`src/rtl/mac_sched.sv`:
```
// mac_sched: two-client dot-product scheduler sharing one external 8x8 multiplier.
// Each job computes result = sum x[i]*y[i] over four unsigned bytes.
module mac_sched (
  input  logic        clk,
  input  logic        rst,
  input  logic [1:0]  req,
  input  logic [31:0] x0,
  input  logic [31:0] y0,
  input  logic [31:0] x1,
  input  logic [31:0] y1,
  output logic [1:0]  done,
  output logic [1:0]  err,
  output logic [19:0] result,
  output logic        busy,
  output logic        mult_start,
  output logic [7:0]  mult_a,
  output logic [7:0]  mult_b,
  input  logic        mult_done,
  input  logic [15:0] mult_p
);

  typedef enum logic [1:0] {
    IDLE,
    ISSUE,
    WAIT,
    DONE
  } state_t;

  state_t      r_state;
  state_t      w_next;

  logic [31:0] r_x;
  logic [31:0] r_y;
  logic [19:0] r_acc;
  logic [19:0] r_result;
  logic [1:0]  r_idx;
  logic [5:0]  r_tmo;
  logic        r_gnt;
  logic        r_last;

  logic        w_gnt;
  logic        w_tmo_hit;
  logic [19:0] w_sum;
  logic [7:0]  w_xb;
  logic [7:0]  w_yb;
  logic [1:0]  w_gnt_vec;

  assign w_xb      = r_x[{r_idx, 3'b000} +: 8];
  assign w_yb      = r_y[{r_idx, 3'b000} +: 8];
  assign w_sum     = r_acc + {4'b0000, mult_p};
  assign w_tmo_hit = (r_tmo == 6'd63);
  assign w_gnt_vec = r_gnt ? 2'b10 : 2'b01;
  assign result    = r_result;

  // Round-robin pick: a lone requester wins, on contention the client not served last wins.
  always_comb begin
    w_gnt = 1'b0;
    if (req == 2'b10) begin
      w_gnt = 1'b1;
    end else if (req == 2'b11) begin
      w_gnt = ~r_last;
    end
  end

  // State register.
  always_ff @(posedge clk or posedge rst) begin
    if (rst) begin
      r_state <= IDLE;
    end else begin
      r_state <= w_next;
    end
  end

  // Next-state and output decode; multiplier operands follow the latched byte only in ISSUE/WAIT.
  always_comb begin
    w_next     = r_state;
    done       = '0;
    err        = '0;
    busy       = 1'b1;
    mult_start = 1'b0;
    mult_a     = '0;
    mult_b     = '0;
    unique case (r_state)
      IDLE: begin
        busy = 1'b0;
        if (req != 2'b00) begin
          w_next = ISSUE;
        end
      end
      ISSUE: begin
        mult_start = 1'b1;
        mult_a     = w_xb;
        mult_b     = w_yb;
        w_next     = WAIT;
      end
      WAIT: begin
        mult_a = w_xb;
        mult_b = w_yb;
        if (mult_done) begin
          w_next = (r_idx == 2'd3) ? DONE : ISSUE;
        end else if (w_tmo_hit) begin
          err    = w_gnt_vec;
          w_next = IDLE;
        end
      end
      DONE: begin
        done   = w_gnt_vec;
        w_next = IDLE;
      end
      default: w_next = IDLE;
    endcase
  end

  // Job datapath: grant/operand latch, accumulation, timeout counting and fairness pointer.
  always_ff @(posedge clk or posedge rst) begin
    if (rst) begin
      r_x      <= '0;
      r_y      <= '0;
      r_acc    <= '0;
      r_result <= '0;
      r_idx    <= '0;
      r_tmo    <= '0;
      r_gnt    <= 1'b0;
      r_last   <= 1'b1;
    end else begin
      unique case (r_state)
        IDLE: begin
          if (req != 2'b00) begin
            r_gnt <= w_gnt;
            r_x   <= w_gnt ? x1 : x0;
            r_y   <= w_gnt ? y1 : y0;
            r_acc <= '0;
            r_idx <= '0;
          end
        end
        ISSUE: begin
          r_tmo <= '0;
        end
        WAIT: begin
          if (mult_done) begin
            r_acc <= w_sum;
            if (r_idx == 2'd3) begin
              r_result <= w_sum;
            end else begin
              r_idx <= r_idx + 2'd1;
            end
          end else if (w_tmo_hit) begin
            r_last <= r_gnt;
          end else begin
            r_tmo <= r_tmo + 6'd1;
          end
        end
        DONE: begin
          r_last <= r_gnt;
        end
        default: ;
      endcase
    end
  end

endmodule

```
`config.mk`:
```
export PLATFORM = sky130hd
export DESIGN_NAME = mac_sched
export DESIGN_NICKNAME = d
export VERILOG_FILES = /design/src/rtl/mac_sched.sv
export SDC_FILE = /design/constraint.sdc
export NUM_CORES = 1
export LEC_CHECK = 0
export BUFFER_PORTS_ARGS = -buffer_cell sky130_fd_sc_hd__buf_2
export CAP_MARGIN = 20
export CORE_ASPECT_RATIO = 1.2
export CORE_UTILIZATION = 52
export DETAILED_ROUTE_END_ITERATION = 16
export GPL_TIMING_DRIVEN = 0
export HOLD_SLACK_MARGIN = 0.15
export PLACE_DENSITY = 0.8
export SYNTH_ARGS = -nofsm -noshare
export SYNTH_HDL_FRONTEND = slang
export SYNTH_SLANG_ARGS = --single-unit
export TNS_END_PERCENT = 5
```
`constraint.sdc`:
```
create_clock -name clk -period 4.4 [get_ports clk]
set_input_delay 0.66 -clock clk [delete_from_list [all_inputs] [get_ports clk]]
set_output_delay 0.66 -clock clk [all_outputs]
set_load 0.02 [all_outputs]
```
# ---- After elaboration in Yosys (flattened, before gate mapping)
# Cells that the tools add are included.
dict set report totals {
  input_bits 149
  out_inout_bits 42
  ramBits 0
  word_cells 73
  rom_bits 0
  latch_bits 0
  reg_bits 116
  mem_count 0
}
dict set report op_classes {
  mul 0
  order_cmp 0
  muxes 31
  n_shift 2
  n_addsub 3
  n_eq_ne 14
  n_reduce_logical 13
  n_div 0
  n_bitwise 1
}
# operator n
set ops {}
lappend ops {{32-bit two-way mux} 2}
lappend ops {{32-bit by 6-bit indexed part select with 8-bit output} 2}
lappend ops {{20-bit two-way mux} 2}
lappend ops {{20-bit case mux with 2 select lines} 1}
lappend ops {{2-bit two-way mux} 12}
lappend ops {{20-bit by 16-bit adder with 20-bit output} 1}
lappend ops {{8-bit two-way mux} 2}
lappend ops {{6-bit two-way mux} 2}
lappend ops {{2-bit inequality test, second input constant} 6}
lappend ops {{6-bit case mux with 2 select lines} 1}
lappend ops {{3-bit AND reduction} 4}
lappend ops {{2-bit equality test, second input constant} 5}
lappend ops {{2-bit case mux with 4 select lines} 1}
lappend ops {{2-bit nonzero test} 4}
lappend ops {{6-bit by 1-bit adder with 6-bit output, second input constant} 1}
lappend ops {{6-bit equality test, second input constant} 1}
lappend ops {{1-bit two-way mux} 6}
lappend ops {{2-bit case mux with 2 select lines} 1}
lappend ops {{2-bit AND reduction} 2}
lappend ops {{4-bit AND reduction} 1}
lappend ops {{3-bit inequality test, second input constant} 1}
lappend ops {{2-bit by 1-bit adder with 2-bit output, second input constant} 1}
lappend ops {{2-bit by 1-bit equality test with 1-bit output, second input constant} 1}
lappend ops {{2-bit logical NOT} 1}
lappend ops {{other kinds (3)} 3}

# ---- Logic depth before layout (Yosys ltp)
dict set report logic_depth {
  word_depth 4
  mapped_depth 10
}

# ---- Least setup slack after synthesis
# Ideal clock, no wire load.
dict set report synth_timing {
  path_type {input to register}
  start {input mult_p[0]}
  end {register r_acc[16]}
  t_arrival_ns 2.416
  n_path_buf 0
  setup_slack_ns 1.863
  required_time_ns 4.279
  setup_ns 0.121
  path_stages 10
  cell_sequence {ha_1 -> inv_1 -> fa_1 -> nand2b_1 -> a21oi_1 -> o2111ai_1 -> o21a_1 -> o21ai_1 -> o21bai_1 -> a22o_1}
}
dict set report synth_between {
  elab_chain_cells 3
}
# element line
set synth_rtl {}
lappend synth_rtl {{from (decl)} 19} ;# input logic [15:0] mult_p
lappend synth_rtl {{20-bit by 16-bit adder with 20-bit output} 50} ;# assign w_sum = r_acc + {4'b0000, mult_p};
lappend synth_rtl {{20-bit two-way mux} 140} ;# if (mult_done) begin
lappend synth_rtl {{20-bit case mux with 2 select lines} 126} ;# unique case (r_state)
lappend synth_rtl {{to (signal assigned)} 141} ;# r_acc <= w_sum;
lappend synth_rtl {{to (decl)} 34} ;# logic [19:0] r_acc;
# Every way passes these cells. The select of a mux whose other input is x is not followed.
# A chain may end at the register's enable or synchronous reset.

# ---- Worst setup path in the final report
dict set report layout_timing {
  start {register r_idx[1]}
  end {output mult_a[1]}
}
dict set report layout_between {
  elab_chain_cells 2
}
# element line
set layout_rtl {}
lappend layout_rtl {{from (decl)} 36} ;# logic [1:0] r_idx;
lappend layout_rtl {{from (signal assigned)} 145} ;# r_idx <= r_idx + 2'd1;
lappend layout_rtl {{32-bit by 6-bit indexed part select with 8-bit output} 48} ;# assign w_xb = r_x[{r_idx, 3'b000} +: 8];
lappend layout_rtl {{8-bit two-way mux} 83} ;# unique case (r_state)
lappend layout_rtl {{to (decl)} 16} ;# output logic [7:0] mult_a,
# Every way passes these cells.

==> results.md <==
* Outcome: complete, no violations
* Setup tns final at 0 ns
* Gate power share at 0.441
* # hold bufs at CTS at 0
* Sequential fraction of the synthesis area at 0.460
* Clock Sinks at 116
* Antenna violations before repair at 0
* Die area at 12600 um^2
* Cell family with most CP delay: buffers and inverters
* HP Class: in2async
* Data arrival, critical path at 2.54 ns
* Clock skew at 0.00463 ns
* Slew headroom at 0.459
* WS Path Type: reg2out
* Crit-path max FO at 10
* DPL Wire Length at 12700 um
* Worst-margin pin slew at 0.812 ns
* H-Tree Depth at 4
* Min cycle time layout at 3.20 ns
* CTS tree: built
* Max-cap viol count at 0
* Crit-path slowest cell: clkbuf_1
* Crit path buffers/inverters at 3
* Crit end category: output port
* Synth area leader: dfrtp_1
* GP Congestion at 0.856
* Final Routed Wirelength at 17100 um
* DR WL/cell at 16.9 um
* Ratio of cells with drive above 1 in the final layout at 0.304
* Crit path top cell by count: clkbuf_1
* Main area contributors after synthesis: dfrtp_1 (46%), mux2i_1 (10%), o21ai_0 (8.3%), nand2_1 (6.8%), mux4_2 (5.7%)
* Final setup violation count at 0
* Number of port buffers at 190
* TritonRoute pass-1 iters at 4
* P_leak at 4.07 nW
* Finished Core Util at 0.694
* Worst IR Drop VDD at 0.000347 V
* Pwr Density at 705 nW/um^2
* Sw frac at 0.399
* Via count at 5574
* CTS resizes at 0
* Vias per inst at 5.51
* Worst-case reg-to-reg path depth at 10
* Sequential Power Share at 0.314
* First-pass GRT wire length at 27400 um
* Register bit total from synthesis at 116
* Die Y at 123 um
* Initial Utilization at 0.541
* Synth Warn # at 0
* Data required time at the worst endpoint at 3.74 ns
* Post-Syn Nets at 802
* ANT nets after route at 0
* Critical-path cell list: clkbuf_1 > clkbuf_1 > mux4_2 > and2_1 > buf_2
* Die X at 103 um
* Worst-path clk slew at 0.06 ns
* Main synth FF type: dfrtp_1
* DP Area at 7490 um^2
* P_int at 0.00343 W
* Number of global-route vias before repair at 5914
* DR DRC count at 0
* Post-synth EDFFs at 0
* Synth top area share at 0.456
* Core area at 11700 um^2
* Mean Syn Cell Area at 10.0 um^2
* Synthesized area at 6320 um^2
* Final Cycle Share at 0.727
* RSZ-0062 raised after global routing: no
* NetSw at 0.00228 W
* Fmax at 0.313 GHz
* Largest net degree at the start of global routing at 66
* Count of different cell masters after synthesis at 49
* CTS root buf: clkbuf_16
* Post-route design area at 8100 um^2
* Max-slew violations at 0
* Tot GR Track Use at 0.294
* RR Endpoint: r_acc[16]
* CTS Buf Count at 17
* Gr ovfl total at 0
* Post-CTS Setup Bufs at 0
* FP Rows at 43
* Final Hold Viols at 0
* Total Nets Final at 1012
* FFs w/ async S/R, synth at 1.00
* R2r startpoint: r_acc[0]
* Startpoint Class: flip-flop
* Ports at 191
* Slowest Stage Delay on Critical Path at 0.57 ns
* Area growth from synthesis to layout at 28.2%
* Maximum clock insertion buffer count at 2
* Clock latency on the worst-skew pair at 0.41 ns
* Clk pwr share at 0.245
* Post-Syn Instances at 630
* Reg2Reg Setup Slack at 1.77 ns
* Starting DRC count in detailed routing at 197
## placed cells by master (no fill, tap or decap), types with 2 or more instances in the layout
| master | n |
|---|---|
| buf_2 | 197 |
| dfrtp_1 | 115 |
| nand2_1 | 114 |
| o21ai_0 | 105 |
| mux2i_1 | 65 |
| clkbuf_1 | 28 |
| ha_1 | 22 |
| a21oi_1 | 18 |
| nor2_1 | 17 |
| and2_1 | 17 |
| clkbuf_16 | 17 |
| mux4_2 | 16 |
| inv_1 | 14 |
| xor2_1 | 11 |
| xnor2_1 | 10 |
| clkinvlp_4 | 6 |
| nand2b_1 | 5 |
| a21o_1 | 5 |
| and3_1 | 4 |
| mux2_2 | 4 |
| a22o_1 | 4 |
| nand3_1 | 3 |
| a31oi_1 | 3 |
| nor2b_1 | 3 |
| nand4_1 | 3 |
| and4_1 | 3 |
| o21bai_1 | 3 |
| o21ai_1 | 3 |
| o22ai_1 | 3 |
| bufinv_16 | 3 |
| clkinv_2 | 3 |
| a211oi_1 | 2 |
| a21bo_2 | 2 |
| buf_1 | 2 |
## cell usage after synthesis, types with 5 or more instances
cell type	n
dfrtp_1	115
nand2_1	114
o21ai_0	105
mux2i_1	65
clkbuf_1	27
ha_1	22
a21oi_1	18
and2_1	17
nor2_1	17
mux4_2	16
inv_1	15
xor2_1	11
xnor2_1	10
buf_2	7
a21o_1	5
nand2b_1	5
## power groups by stage
stage	Sequential, W	Combinational (W)	Clock (W)
floorplan	0.00178	0.00173	0
global placement	0.00176	0.00239	0
detailed placement	0.00180	0.00249	0
CTS	0.00179	0.00252	0.00141
global route	0.00184	0.00280	0.00146
finish	0.00179	0.00252	0.00140
## worst register-to-register path, delay by kind of cell (launching register included)
kind            cells  cell delay, ns
compound gates      6            1.31
fa+ha+maj           2            0.60
flops               1            0.35
simple gates        1            0.20
buf+inv             1            0.06
## cell families after synthesis
| logic type | share of synthesized area |
|---|---|
| adder cells (fa/ha/maj) | 0.0467 |
| flip-flops | 0.460 |
| AND/OR/NAND/NOR | 0.125 |
| multiplexers | 0.167 |
| XOR/XNOR | 0.0291 |
| AO/OA/AOI/OAI | 0.140 |
| buffers and inverters | 0.0325 |
## metal layers
metal,routed length (um),GRT usage,vias up
met3,1070,0.0729,44
met5,0,0,-
li1,-,-,2626
met4,538,0.163,0
met2,9030,0.515,251
met1,6450,0.321,2653
## registers in the layout, summed over array words and instances (netlist names)
| register | cells |
|---|---|
| r_x | 32 |
| r_y | 32 |
| r_acc | 20 |
| result | 20 |
| r_tmo | 6 |
| r_idx | 2 |
| r_state | 2 |
| r_gnt | 1 |
| r_last | 1 |
## worst max-delay path by stage
stage                         start        end  slack [ns]  cells past startpoint
after floorplan                 rst   r_acc[0]        0.67                      1
after global placement          rst    r_x[20]       -0.54                      2
after detailed placement  mult_p[0]  r_acc[16]        1.45                     11
after CTS                  r_idx[1]  mult_a[1]        1.20                      5
after global routing       r_idx[1]  mult_b[6]        1.13                      5
final                      r_idx[1]  mult_a[1]        1.20                      5
## final cells by class
class	instances	area, um^2
fill	938	3580
multi-input combinational	462	3210
sequential	116	2900
timing repair buffer	191	978
clock buffer	19	443
tap	157	196
clock inverter	13	159
buffer	37	149
inverter	15	58.8
antenna	1	2.50
## per-stage QoR
step | std cells | hold WS (ns) | total power (W) | setup WS [ns]
after CTS | 1010 | 0.368 | 0.00571 | 1.20
after floorplan | 630 | 0.445 | 0.00350 | 0.669
final | 1011 | 0.356 | 0.00571 | 1.20
after detailed placement | 978 | 0.467 | 0.00428 | 1.45
after global routing | 1010 | 0.399 | 0.00611 | 1.13
after global placement | 977 | 0.458 | 0.00415 | -0.540
Note: power is estimated with default switching activity, not from simulation.
